[src/rtl/div_pkg.sv]
// Shared definitions for the divide scheduler.
//   DIV_WIDTH_DEF : default operand/result width
//   DIV_NREQ_DEF  : default number of requesters
//   t_sched_state : scheduler FSM state encoding
package div_pkg;

    localparam int DIV_WIDTH_DEF = 8;
    localparam int DIV_NREQ_DEF  = 4;

    typedef enum logic [1:0] {
        S_IDLE  = 2'd0,
        S_ISSUE = 2'd1,
        S_WAIT  = 2'd2,
        S_RESP  = 2'd3
    } t_sched_state;

endpackage

[src/rtl/div_core.sv]
// Restoring shift-subtract unsigned divider.
//   i_clk, i_rst_n : clock, asynchronous active-low reset
//   i_start        : one-cycle start pulse, operands sampled with it
//   i_dividend     : dividend
//   i_divisor      : divisor (must be nonzero)
//   o_quotient     : quotient, valid when o_done pulses
//   o_remain       : remainder, valid when o_done pulses
//   o_done         : one-cycle pulse WIDTH+2 cycles after start is sampled
module div_core #(
    parameter int WIDTH = 8
) (
    input  logic             i_clk,
    input  logic             i_rst_n,
    input  logic             i_start,
    input  logic [WIDTH-1:0] i_dividend,
    input  logic [WIDTH-1:0] i_divisor,
    output logic [WIDTH-1:0] o_quotient,
    output logic [WIDTH-1:0] o_remain,
    output logic             o_done
);

    localparam int CW = $clog2(WIDTH + 1);

    logic [WIDTH-1:0] quo_q;
    logic [WIDTH-1:0] rem_q;
    logic [WIDTH-1:0] dvs_q;
    logic [CW-1:0]    cnt_q;
    logic             run_q;
    logic             done_q;

    // Partial remainder shifted left with the next dividend bit, and the trial
    // subtraction. The extra top bit of diff is the borrow.
    logic [WIDTH:0] rem_shift;
    logic [WIDTH:0] diff;

    always_comb begin
        rem_shift = {rem_q, quo_q[WIDTH-1]};
        diff      = rem_shift - {1'b0, dvs_q};
    end

    always_ff @(posedge i_clk or negedge i_rst_n) begin
        if (!i_rst_n) begin
            quo_q  <= '0;
            rem_q  <= '0;
            dvs_q  <= '0;
            cnt_q  <= '0;
            run_q  <= 1'b0;
            done_q <= 1'b0;
        end else if (i_start) begin
            quo_q  <= i_dividend;
            rem_q  <= '0;
            dvs_q  <= i_divisor;
            cnt_q  <= '0;
            run_q  <= 1'b1;
            done_q <= 1'b0;
        end else if (run_q) begin
            if (cnt_q != CW'(WIDTH)) begin
                // Dividend bits shift out of quo_q while quotient bits shift in.
                if (!diff[WIDTH]) begin
                    rem_q <= diff[WIDTH-1:0];
                    quo_q <= {quo_q[WIDTH-2:0], 1'b1};
                end else begin
                    rem_q <= rem_shift[WIDTH-1:0];
                    quo_q <= {quo_q[WIDTH-2:0], 1'b0};
                end
                cnt_q <= cnt_q + 1'b1;
            end else begin
                // One settle cycle after the last step gives the WIDTH+2 latency.
                done_q <= 1'b1;
                run_q  <= 1'b0;
            end
        end else begin
            done_q <= 1'b0;
        end
    end

    assign o_quotient = quo_q;
    assign o_remain   = rem_q;
    assign o_done     = done_q;

endmodule

[src/rtl/div_sched.sv]
// Round-robin scheduler sharing one divider among NREQ requesters.
//   i_clk, i_rst_n : clock, asynchronous active-low reset
//   i_req          : per-requester request level, held until granted
//   i_dividend     : packed dividends, requester k at [k*WIDTH +: WIDTH]
//   i_divisor      : packed divisors, same slicing
//   o_gnt          : one-hot grant pulse, operands captured that cycle
//   o_valid        : one-hot result pulse to the owning requester
//   o_quotient     : result quotient, held until next response
//   o_remain       : result remainder, held until next response
//   o_dbz          : divide-by-zero flag for the current result
//   o_busy         : high whenever the scheduler is not idle
module div_sched
    import div_pkg::*;
#(
    parameter int WIDTH = DIV_WIDTH_DEF,
    parameter int NREQ  = DIV_NREQ_DEF
) (
    input  logic                  i_clk,
    input  logic                  i_rst_n,
    input  logic [NREQ-1:0]       i_req,
    input  logic [NREQ*WIDTH-1:0] i_dividend,
    input  logic [NREQ*WIDTH-1:0] i_divisor,
    output logic [NREQ-1:0]       o_gnt,
    output logic [NREQ-1:0]       o_valid,
    output logic [WIDTH-1:0]      o_quotient,
    output logic [WIDTH-1:0]      o_remain,
    output logic                  o_dbz,
    output logic                  o_busy
);

    localparam int IDW = (NREQ > 1) ? $clog2(NREQ) : 1;

    t_sched_state     state_q, state_d;
    logic [IDW-1:0]   ptr_q, ptr_d;
    logic [IDW-1:0]   id_q, id_d;
    logic [WIDTH-1:0] dvd_q, dvd_d;
    logic [WIDTH-1:0] dvs_q, dvs_d;
    logic [WIDTH-1:0] quo_q, quo_d;
    logic [WIDTH-1:0] rem_q, rem_d;
    logic             dbz_q, dbz_d;
    logic [NREQ-1:0]  valid_q, valid_d;
    logic             busy_q;

    logic [NREQ-1:0]  gnt;
    logic             core_start;
    logic [WIDTH-1:0] core_quo;
    logic [WIDTH-1:0] core_rem;
    logic             core_done;

    logic [WIDTH-1:0] dvd_arr [NREQ];
    logic [WIDTH-1:0] dvs_arr [NREQ];

    generate
        for (genvar gi = 0; gi < NREQ; gi++) begin : g_unpack
            assign dvd_arr[gi] = i_dividend[gi*WIDTH +: WIDTH];
            assign dvs_arr[gi] = i_divisor[gi*WIDTH +: WIDTH];
        end
    endgenerate

    // Round-robin search: scanning offsets from high to low lets the smallest
    // offset from ptr_q win, i.e. the first requester at or after the pointer.
    logic           arb_found;
    logic [IDW-1:0] arb_sel;
    logic [IDW:0]   arb_sum;

    always_comb begin
        arb_found = 1'b0;
        arb_sel   = '0;
        arb_sum   = '0;
        for (int i = NREQ - 1; i >= 0; i--) begin
            arb_sum = {1'b0, ptr_q} + (IDW+1)'(i);
            if (arb_sum >= (IDW+1)'(NREQ)) begin
                arb_sum = arb_sum - (IDW+1)'(NREQ);
            end
            if (i_req[arb_sum[IDW-1:0]]) begin
                arb_found = 1'b1;
                arb_sel   = arb_sum[IDW-1:0];
            end
        end
    end

    always_comb begin
        state_d    = state_q;
        ptr_d      = ptr_q;
        id_d       = id_q;
        dvd_d      = dvd_q;
        dvs_d      = dvs_q;
        quo_d      = quo_q;
        rem_d      = rem_q;
        dbz_d      = dbz_q;
        valid_d    = '0;
        gnt        = '0;
        core_start = 1'b0;
        case (state_q)
            S_IDLE: begin
                // Gated by reset so no grant shows while the block is held in reset.
                if (arb_found && i_rst_n) begin
                    gnt[arb_sel] = 1'b1;
                    id_d         = arb_sel;
                    dvd_d        = dvd_arr[arb_sel];
                    dvs_d        = dvs_arr[arb_sel];
                    if (dvs_arr[arb_sel] == '0) begin
                        // Divide by zero is answered without the core.
                        quo_d            = '1;
                        rem_d            = dvd_arr[arb_sel];
                        dbz_d            = 1'b1;
                        valid_d[arb_sel] = 1'b1;
                        state_d          = S_RESP;
                    end else begin
                        state_d = S_ISSUE;
                    end
                end
            end
            S_ISSUE: begin
                core_start = 1'b1;
                state_d    = S_WAIT;
            end
            S_WAIT: begin
                if (core_done) begin
                    quo_d         = core_quo;
                    rem_d         = core_rem;
                    dbz_d         = 1'b0;
                    valid_d[id_q] = 1'b1;
                    state_d       = S_RESP;
                end
            end
            S_RESP: begin
                ptr_d   = (id_q == IDW'(NREQ - 1)) ? '0 : id_q + 1'b1;
                state_d = S_IDLE;
            end
            default: state_d = S_IDLE;
        endcase
    end

    always_ff @(posedge i_clk or negedge i_rst_n) begin
        if (!i_rst_n) begin
            state_q <= S_IDLE;
            ptr_q   <= '0;
            id_q    <= '0;
            dvd_q   <= '0;
            dvs_q   <= '0;
            quo_q   <= '0;
            rem_q   <= '0;
            dbz_q   <= 1'b0;
            valid_q <= '0;
            busy_q  <= 1'b0;
        end else begin
            state_q <= state_d;
            ptr_q   <= ptr_d;
            id_q    <= id_d;
            dvd_q   <= dvd_d;
            dvs_q   <= dvs_d;
            quo_q   <= quo_d;
            rem_q   <= rem_d;
            dbz_q   <= dbz_d;
            valid_q <= valid_d;
            busy_q  <= (state_d != S_IDLE);
        end
    end

    div_core #(
        .WIDTH (WIDTH)
    ) u_core (
        .i_clk      (i_clk),
        .i_rst_n    (i_rst_n),
        .i_start    (core_start),
        .i_dividend (dvd_q),
        .i_divisor  (dvs_q),
        .o_quotient (core_quo),
        .o_remain   (core_rem),
        .o_done     (core_done)
    );

    assign o_gnt      = gnt;
    assign o_valid    = valid_q;
    assign o_quotient = quo_q;
    assign o_remain   = rem_q;
    assign o_dbz      = dbz_q;
    assign o_busy     = busy_q;

endmodule

[config.mk]
export PLATFORM = sky130hd
export DESIGN_NAME = div_sched
export DESIGN_NICKNAME = d
export VERILOG_FILES = /design/src/rtl/div_pkg.sv /design/src/rtl/div_core.sv /design/src/rtl/div_sched.sv
export SDC_FILE = /design/constraint.sdc
export NUM_CORES = 1
export LEC_CHECK = 0
export BUFFER_PORTS_ARGS = -buffer_cell sky130_fd_sc_hd__buf_2
export CORE_UTILIZATION = 40
export DETAILED_ROUTE_END_ITERATION = 10
export GPL_TIMING_DRIVEN = 1
export PLACE_DENSITY = 0.64
export SYNTH_ARGS = -nofsm -noshare
export SYNTH_HDL_FRONTEND = slang
export SYNTH_SLANG_ARGS = --single-unit
[constraint.sdc]
create_clock -name i_clk -period 4.35 [get_ports i_clk]
set_input_delay 0.2175 -clock i_clk [delete_from_list [all_inputs] [get_ports i_clk]]
set_output_delay 0.2175 -clock i_clk [all_outputs]
set_load 0.005 [all_outputs]
==> results.json, run 1 <==
{
  "outcome": "finished, final reports clean",
  "yosys_most_used_dff": "dfrtp_1",
  "rsz0062_at_grt": "false",
  "overflow": 0,
  "yosysTopAreaCell": "dfrtp_1",
  "synth_compound_area_frac": 0.0997,
  "area_delta_synth_final_pct": 20.3,
  "cp.depth": 8,
  "period_share": 0.813,
  "crit_path_frequent_cell": "mux2i_1",
  "synth_seq_cells": 74,
  "cp-start-kind": "register",
  "slew_violations": 0,
  "finalWorstSetupSlack_ps": 814,
  "finalCoreUtilization": 0.496,
  "synth.most_common_cell": "dfrtp_1",
  "fin_nets": 597,
  "synthTopCellsByArea": "dfrtp_1, mux2i_1, mux2_2",
  "synth.top_cell.area_share": 0.435,
  "rr_endpoint": "o_remain[1]",
  "ioPinCount": 96,
  "async_flop_share": 1.00,
  "clock_path_buffers": 2,
  "max_cap_viol_count": 0,
  "wl_per_cell_um": 13.6,
  "setup-violations-final": 0,
  "synth_simple_gate_area_share": 0.127,
  "port_buffers": 95,
  "min-delay-start": "i_divisor[14]",
  "synth_area_mm2": 0.00426,
  "hold_class": "primary input to register",
  "leakage_uw": 0.00247,
  "min_period_ps": 3540,
  "grt_pass1_vias": 3212,
  "synth-xor-area-share": 0.0123,
  "worstPathArrival_ps": 3760,
  "antenna_left": 0,
  "synth_cells": 411,
  "cts_tree": "yes",
  "synth_top_family_by_area": "multiplexers",
  "worst-path-buf-inv": 0,
  "cts_buffers": 9,
  "first_pass_iters": 4,
  "die_area_mm2": 0.0111,
  "core_mm2": 0.0103,
  "crit_path_max_incr_delay_ps": 580,
  "syn_avg_cell_area_um2": 10.4,
  "fin_cells": 649,
  "grt.total_usage": 0.171,
  "worst_pin_slew_ps": 1010,
  "antenna_cells": 0,
  "grt_max_degree": 43,
  "die_h_um": 105,
  "worst-r2r-cell-count": 8,
  "hpwl_mm": 6.76,
  "synthAdderAreaFrac": 0.0576,
  "drt-total-wl_mm": 8.86,
  "initial_utilization": 0.412,
  "clock_sinks": 74,
  "vdd_ir_drop_max_mv": 0.333,
  "rr_startpoint": "ptr_q[1]",
  "ys_warn_count": 0,
  "num_vias": 3185,
  "synth_cell_types": 44,
  "slew_headroom": 0.325,
  "fmax_mhz": 283,
  "finalHoldViolCount": 0,
  "synth_edf_count": 0,
  "num_rows": 37,
  "syn_nets": 500,
  "die_w_um": 105,
  "clock-root-buffer": "clkbuf_8",
  "critical_path.top_delay_family": "multiplexers",
  "cts_resized": 0,
  "ys_seq_area_frac": 0.435,
  "clk_pin_slew_ps": 90,
  "hold_path_end": "dvs_q[6]",
  "crit_required_ps": 4570,
  "grt_pass1_wl_mm": 15.0,
  "layout-drive-gt1-share": 0.329,
  "hold_slack_ps": 337,
  "h-tree-depth": 3,
  "path_class": "register to register",
  "antenna_found_initial": 0,
  "powerDensity_mw_per_mm2": 749,
  "worstSkewPairLatency_ps": 350,
  "viasPerCell": 4.91,
  "fin_worst_skew_ps": 13.1,
  "drc_errors": 0,
  "drt_iter0_drc": 111,
  "cp_cell_sequence": "mux2_4, o221ai_4, mux2i_1, mux2i_1, nor4_2, nand2_2, a21oi_4, mux2_2",
  "dp_cells": 632,
  "slowest_stage": "a21oi_4",
  "synth_common_cells": "dfrtp_1, nand2_1, mux2i_1",
  "fin_tns_setup_ps": 0,
  "r2r_slack_ps": 810,
  "cp-end-kind": "register",
  "dp_slack_ps": 788,
  "gp_congestion": 0.752,
  "holdPathStages": 5,
  "synthMuxAreaShare": 0.220,
  "crit_fanout": 17
}
==> power by group <==
| part | internal [µW] | switching [µW] |
|---|---|---|
| Clock | 386 | 271 |
| Combinational | 974 | 982 |
| Sequential | 1010 | 213 |
| Total | 2370 | 1470 |
==> cell usage in the layout, fill, tap and decap left out, types with 2 or more instances in the layout <==
master / Yosys / final
a211oi_1: 8 / 8
a21boi_0: 3 / 3
a21oi_1: 15 / 15
and2_1: 7 / 7
and3_1: 2 / 2
buf_2: 1 / 95
buf_4: 1 / 9
bufinv_16: 0 / 3
clkbuf_8: 0 / 9
dfrtp_1: 74 / 74
ha_1: 18 / 18
inv_1: 23 / 23
inv_6: 0 / 2
mux2_2: 28 / 28
mux2_4: 10 / 10
mux2i_1: 47 / 47
nand2_1: 59 / 59
nand2b_1: 9 / 9
nand3_1: 6 / 6
nor2_1: 13 / 13
nor2b_1: 5 / 5
nor3_1: 2 / 2
nor4_2: 2 / 2
o21ai_0: 31 / 31
o22ai_1: 3 / 3
o31ai_1: 3 / 3
or2_2: 4 / 4
xnor2_1: 3 / 3
xor2_1: 3 / 3
==> through the flow <==
step | total power, µW | area [µm²]
after floorplan | 2740 | 4260
after global placement | 3150 | 4860
after detailed placement | 3220 | 4860
after CTS | 3890 | 5120
after global routing | 4180 | 5120
final | 3840 | 5120
==> routing by layer <==
layer	GRT usage	wire length [µm]
met1	0.216	4080
met2	0.296	4310
met3	0.0418	364
met4	0.0372	93
met5	0	0
==> worst max-delay path by stage <==
stage,startpoint,to
after detailed placement,ptr_q[1],o_remain[1]
final,ptr_q[1],o_remain[1]
after global routing,ptr_q[1],o_remain[1]
after global placement,ptr_q[1],o_quotient[7]
after CTS,ptr_q[1],o_remain[1]
after floorplan,ptr_q[1],o_quotient[0]
==> worst register-to-register path: cells and delay by family, from the launching register on <==
family	cells	cell delay [ps]
AND/OR/NAND/NOR	2	620
multiplexers	4	1180
AO/OA/AOI/OAI	2	1160
flip-flops	1	460
==> state kept, by name, summed over array words and instances (netlist names) <==
name               flops
o_busy                 1
u_core.o_quotient      8
o_quotient             8
u_core.dvs_q           8
u_core.cnt_q           4
o_dbz                  1
dvd_q                  8
ptr_q                  2
id_q                   2
state_q                2
o_valid                4
u_core.run_q           1
o_remain               8
u_core.o_done          1
dvs_q                  8
u_core.o_remain        8
==> cell type report <==
cell class	count	area, µm²
inverter	24	90.1
clock inverter	7	124
multi-input combinational	294	2210
fill	962	5200
sequential	74	1850
tap	136	170
clock buffer	9	124
timing repair buffer	105	553
==> timing repair <==
item / 4_1_cts / 5_1_grt
hold endpoints to repair: 32 / 0
hold buffers: 1 / 0
buffers inserted: 0 / 0
==> cell families (layout without fill, tap and decap cells) <==
logic type               count (synthesis)  after routing
multiplexers                            85             85
buffers and inverters                   43            145
flip-flops                              74             74
XOR/XNOR                                 6              6
adder cells (fa/ha/maj)                 19             19
AO/OA/AOI/OAI                           70             70
AND/OR/NAND/NOR                        114            114
No activity file was read; power rests on OpenSTA's default activity.
==> run 2, diff against run 1 <==
- ABC_AREA: unset -> 1
- clock period: 4.35 -> 3.7 ns (I/O delays scaled with it)
==> results.json, run 2 <==
{
  "outcome": "finished, final reports clean",
  "final_common_cell": "nand2_1",
  "cts_resized": 0,
  "yosysTopAreaCell": "dfrtp_1",
  "ioPinCount": 96,
  "h-tree-depth": 3,
  "ys_seq_area_frac": 0.430,
  "p_total_uw": 5270,
  "die_h_um": 106,
  "cp_cell_sequence": "nand2_1, nand3_1, nand2_1, nand2_1, nand2_1, a21boi_1, nor2_1, nand2_1, nand4_1, nand2_1, o21ai_0, nand3_1, nand2_1",
  "crit_path_max_incr_delay_ps": 670,
  "num_rows": 37,
  "viasPerCell": 5.01,
  "clk_pin_slew_ps": 80,
  "worstPathArrival_ps": 3210,
  "crit_path_frequent_cell": "nand2_1",
  "gp_congestion": 0.822,
  "clock-root-buffer": "clkbuf_8",
  "synth_seq_cells": 74,
  "hold_class": "primary input to asynchronous set/reset pin",
  "rsz0062_at_grt": "false",
  "final_cell_mix": "nand2_1, buf_2, dfrtp_1",
  "worst_pin_slew_ps": 895,
  "cp.depth": 13,
  "min_period_ps": 2970,
  "fin_cells": 808,
  "powerDensity_mw_per_mm2": 1040,
  "slew_headroom": 0.403,
  "placed_area_mm2": 0.00486,
  "synth_edf_count": 0,
  "grt_pass1_wl_mm": 18.5,
  "layout-drive-gt1-share": 0.199,
  "worst-path-buf-inv": 0,
  "antenna_found_initial": 0,
  "async_flop_share": 1.00,
  "slew_violations": 0,
  "yosys_most_used_dff": "dfrtp_1",
  "fin_area_mm2": 0.00506,
  "met2_usage": 0.322,
  "path_class": "register to register",
  "overflow": 0,
  "core_mm2": 0.0104,
  "synth_common_cells": "nand2_1, dfrtp_1, nand3_1",
  "drt-total-wl_mm": 10.7,
  "die_area_mm2": 0.0112,
  "antenna_cells": 0,
  "r2r_slack_ps": 730,
  "syn_avg_cell_area_um2": 7.48,
  "grt_util_met1": 0.292,
  "fmax_mhz": 337,
  "synth_area_mm2": 0.00431,
  "drc_errors": 0,
  "top_usage_layer": "met2",
  "slowest_stage": "a21boi_1",
  "vdd_ir_drop_max_mv": 0.467,
  "synth.top_cell.area_share": 0.430,
  "ys_warn_count": 0,
  "synth.most_common_cell": "nand2_1",
  "fin_tns_setup_ps": 0,
  "leakage_uw": 0.00275,
  "ff_latch_area_mm2": 0.00185,
  "port_buffers": 95,
  "worstSkewPairLatency_ps": 350,
  "cts_tree": "yes",
  "first_pass_iters": 5,
  "die_w_um": 106,
  "critical_path.top_delay_family": "simple AND/OR/NAND/NOR gates",
  "finalHoldViolCount": 0,
  "fin_worst_skew_ps": 10.9,
  "grt_pass1_vias": 3886,
  "area_delta_synth_final_pct": 17.5,
  "setup-violations-final": 0,
  "grt.total_usage": 0.208,
  "grt_max_degree": 73,
  "fin_nets": 756,
  "fill_cells": 1058,
  "synth_cells": 576,
  "use_met3": 0.0414,
  "clock_path_buffers": 2,
  "hpwl_mm": 8.13,
  "max_cap_viol_count": 0,
  "synth_cell_types": 32,
  "cp-end-kind": "register",
  "dp_cells": 791,
  "worst-r2r-cell-count": 13,
  "hold_slack_ps": 185,
  "multiInputGateArea_mm2": 0.00209,
  "num_vias": 4048,
  "cts_buffers": 9,
  "syn_nets": 665,
  "synthTopCellsByArea": "dfrtp_1, nand2_1, nand3_1",
  "initial_utilization": 0.415,
  "clock_sinks": 74,
  "antenna_left": 0,
  "cp-start-kind": "register",
  "drt_iter0_drc": 219,
  "crit_fanout": 13,
  "wl_per_cell_um": 13.3,
  "period_share": 0.802,
  "crit_required_ps": 3940
}
## run 2: cell count changes in the layout (fill, tap and decap cells not counted), sizes merged, moves of 5 or more
cell    change
a211oi      -7
a21oi       -7
a22oi      +15
and2        -8
clkinv      +6
inv        +31
mux2       -38
mux2i      -47
nand2     +156
nand2b      -9
nand3      +50
nor2       +17
nor2b       -5
o21ai      +18
## run 2: routing by layer
layer | up-vias | wire length, µm
met5 | - | 0
met1 | 1844 | 5130
met2 | 146 | 4780
met3 | 16 | 625
li1 | 2042 | -
met4 | 0 | 170
## run 2: power by group
| part | switching [µW] | internal (µW) | leakage (µW) |
|---|---|---|---|
| logic | 2130 | 1090 | 0.00173 |
| clock network | 313 | 313 | 0.0000966 |
| registers | 241 | 1180 | 0.000927 |
| total | 2680 | 2580 | 0.00275 |
## run 2: cell families (layout without fill, tap and decap cells)
| group | count (synthesis) | in the layout | synth area share |
|---|---|---|---|
| AND/OR/NAND/NOR | 311 | 311 | 0.304 |
| AO/OA/AOI/OAI | 85 | 85 | 0.113 |
| buffers and inverters | 81 | 177 | 0.0845 |
| adder cells (fa/ha/maj) | 19 | 19 | 0.0569 |
| flip-flops | 74 | 74 | 0.430 |
| XOR/XNOR | 6 | 6 | 0.0122 |
## run 2: path summary, 6_finish.rpt
path / startpoint / to
setup reg to reg: ptr_q[0] / o_remain[5]
hold reg to reg: o_dbz / o_dbz
max in group asynchronous: i_rst_n / u_core.o_remain[5]
hold / removal: i_rst_n / u_core.cnt_q[2]
min in group i_clk: i_dividend[23] / dvd_q[7]
setup / recovery: ptr_q[0] / o_remain[5]
## run 2: final cells by class
| type | instances | share of cell area |
|---|---|---|
| repair buffers | 101 | 0.103 |
| well taps | 136 | 0.0336 |
| flip-flops and latches | 74 | 0.366 |
| multi-input cells | 421 | 0.413 |
| inverters | 60 | 0.0455 |
| clock inverters | 6 | 0.0129 |
| clock buffers | 10 | 0.0252 |
## run 2: what timing repair did
item,in CTS,in global routing
endpoints found under the hold margin,2,0
setup buffers,0,0
hold buffers,1,0
setup endpoints to repair,0,0
## run 2: stage by stage
step	util	setup WS, ps
2_1_floorplan	-	1280
3_3_place_gp	0.468	775
3_5_place_dp	0.468	767
4_1_cts	0.488	736
5_1_grt	0.488	372
6_report	0.488	734
==> run 3, diff against run 2 <==
- clock period: 3.7 -> 2.9 ns (I/O delays scaled with it)
==> results.json, run 3 (synthesis results as in run 2) <==
{
  "p_clk_frac": 0.115,
  "dp_slack_ps": 72.2,
  "worst-r2r-cell-count": 18,
  "slew_headroom": 0.391,
  "cp_cell_sequence": "nand2_1, nand3_2, nand2_1, inv_2, nand2_1, nand3_1, nand2_4, nor2_4, nand2_1, nand2_1, nor2_1, nand2_1, nor2_2, nand2_2, nand2_4, nand2_4, nand2_1, nand2_1",
  "max_cap_viol_count": 0,
  "powerDensity_mw_per_mm2": 1350,
  "cts_buffers": 9,
  "num_vias": 4019,
  "die_w_um": 106,
  "routedLengthMet1_mm": 5.15,
  "first_pass_iters": 5,
  "finalWorstSetupSlack_ps": 254,
  "worst_pin_slew_ps": 913,
  "final_cell_mix": "nand2_1, buf_2, dfrtp_1",
  "seq_power_share": 0.260,
  "p_sw_frac": 0.504,
  "crit_path_frequent_cell": "nand2_1",
  "route.met2.wl_mm": 4.68,
  "fin_worst_skew_ps": 10.9,
  "crit_path_max_incr_delay_ps": 490,
  "viasPerCell": 4.94,
  "vdd_ir_drop_max_mv": 0.653,
  "hold_slack_ps": 95.4,
  "antenna_left": 0,
  "area_delta_synth_final_pct": 18.9,
  "slew_violations": 0,
  "overflow": 0,
  "p_total_uw": 6890,
  "drt-total-wl_mm": 10.6,
  "antenna_cells": 0,
  "rr_endpoint": "o_remain[2]",
  "path_class": "register to register",
  "fin_cells": 813,
  "dp_cells": 797,
  "cts_tree": "yes",
  "port_buffers": 95,
  "critical_path.top_delay_family": "simple AND/OR/NAND/NOR gates",
  "fmax_mhz": 378,
  "hpwl_mm": 8.09,
  "crit_fanout": 18,
  "r2r_slack_ps": 250,
  "worst-path-buf-inv": 1,
  "slowest_stage": "dfrtp_2",
  "outcome": "finished, final reports clean",
  "grt_pass1_vias": 3763,
  "period_share": 0.913,
  "worstSkewPairLatency_ps": 340,
  "antenna_found_initial": 0,
  "core_mm2": 0.0104,
  "h-tree-depth": 3,
  "grt.total_usage": 0.200,
  "p_int_uw": 3420,
  "layout-drive-gt1-share": 0.210,
  "worstPathArrival_ps": 2880,
  "drt_iter0_drc": 297,
  "drc_errors": 0,
  "fin_tns_setup_ps": 0,
  "setup-violations-final": 0,
  "cp-end-kind": "register",
  "grt_max_degree": 75,
  "clock_sinks": 74,
  "clock-root-buffer": "clkbuf_8",
  "cts_setup_buffers": 0,
  "fin_nets": 761,
  "num_rows": 37,
  "crit_required_ps": 3130,
  "gp_congestion": 0.837,
  "ioPinCount": 96,
  "p_switching_uw": 3470,
  "clock_path_buffers": 2,
  "cts_hold_buffers": 0,
  "finalHoldViolCount": 0,
  "clk_pin_slew_ps": 80,
  "rr_startpoint": "ptr_q[0]",
  "cp-start-kind": "register",
  "wl_per_cell_um": 13.0,
  "wl_met3_um": 570,
  "rsz0062_at_grt": "false",
  "die_h_um": 106,
  "initial_utilization": 0.415,
  "grt_pass1_wl_mm": 17.7,
  "die_area_mm2": 0.0112,
  "min_period_ps": 2650,
  "hold_class": "primary input to asynchronous set/reset pin",
  "top_layer": "met4",
  "cts_resized": 0,
  "power_frac_comb": 0.625,
  "final_common_cell": "nand2_1",
  "leakage_uw": 0.00279
}
run 3: per-layer routing:
layer / track usage / up-vias
met5: 0 / -
met4: 0.0794 / 0
met3: 0.0315 / 13
met2: 0.306 / 129
met1: 0.282 / 1826
li1: - / 2051
run 3: stage by stage:
stage	instance area, µm²	util
final	5120	0.494
after global routing	5120	0.494
after CTS	5090	0.491
after detailed placement	4900	0.473
after global placement	4900	0.473
after floorplan	4310	-
run 3: layout make-up:
class / count / area [µm²]
fill: 1056 / 5250
multi-input combinational: 421 / 2110
sequential: 74 / 1850
timing repair buffer: 106 / 558
inverter: 60 / 234
tap: 136 / 170
clock buffer: 10 / 128
clock inverter: 6 / 65.1
run 3: worst register-to-register path, delay by kind of cell (launching register included):
kind / cells / cell delay, ps
buf+inv: 1 / 50
flops: 1 / 490
simple gates: 17 / 2010
run 3: power by group through the flow:
stage               clock [µW]  combinational [µW]  sequential (µW)
floorplan                    0                3240             1740
global placement             0                4130             1800
detailed placement           0                4240             1800
CTS                        812                4250             1790
global route               853                4940             1850
finish                     792                4310             1790
run 3: worst max-delay path by stage:
stage | from | end | cells past startpoint
2_1_floorplan | u_core.o_quotient[7] | u_core.o_remain[0] | 15
3_3_place_gp | ptr_q[0] | o_quotient[7] | 19
3_5_place_dp | ptr_q[0] | o_remain[2] | 19
4_1_cts | ptr_q[0] | o_remain[2] | 19
5_1_grt | ptr_q[0] | o_quotient[0] | 19
6_report | ptr_q[0] | o_remain[2] | 18
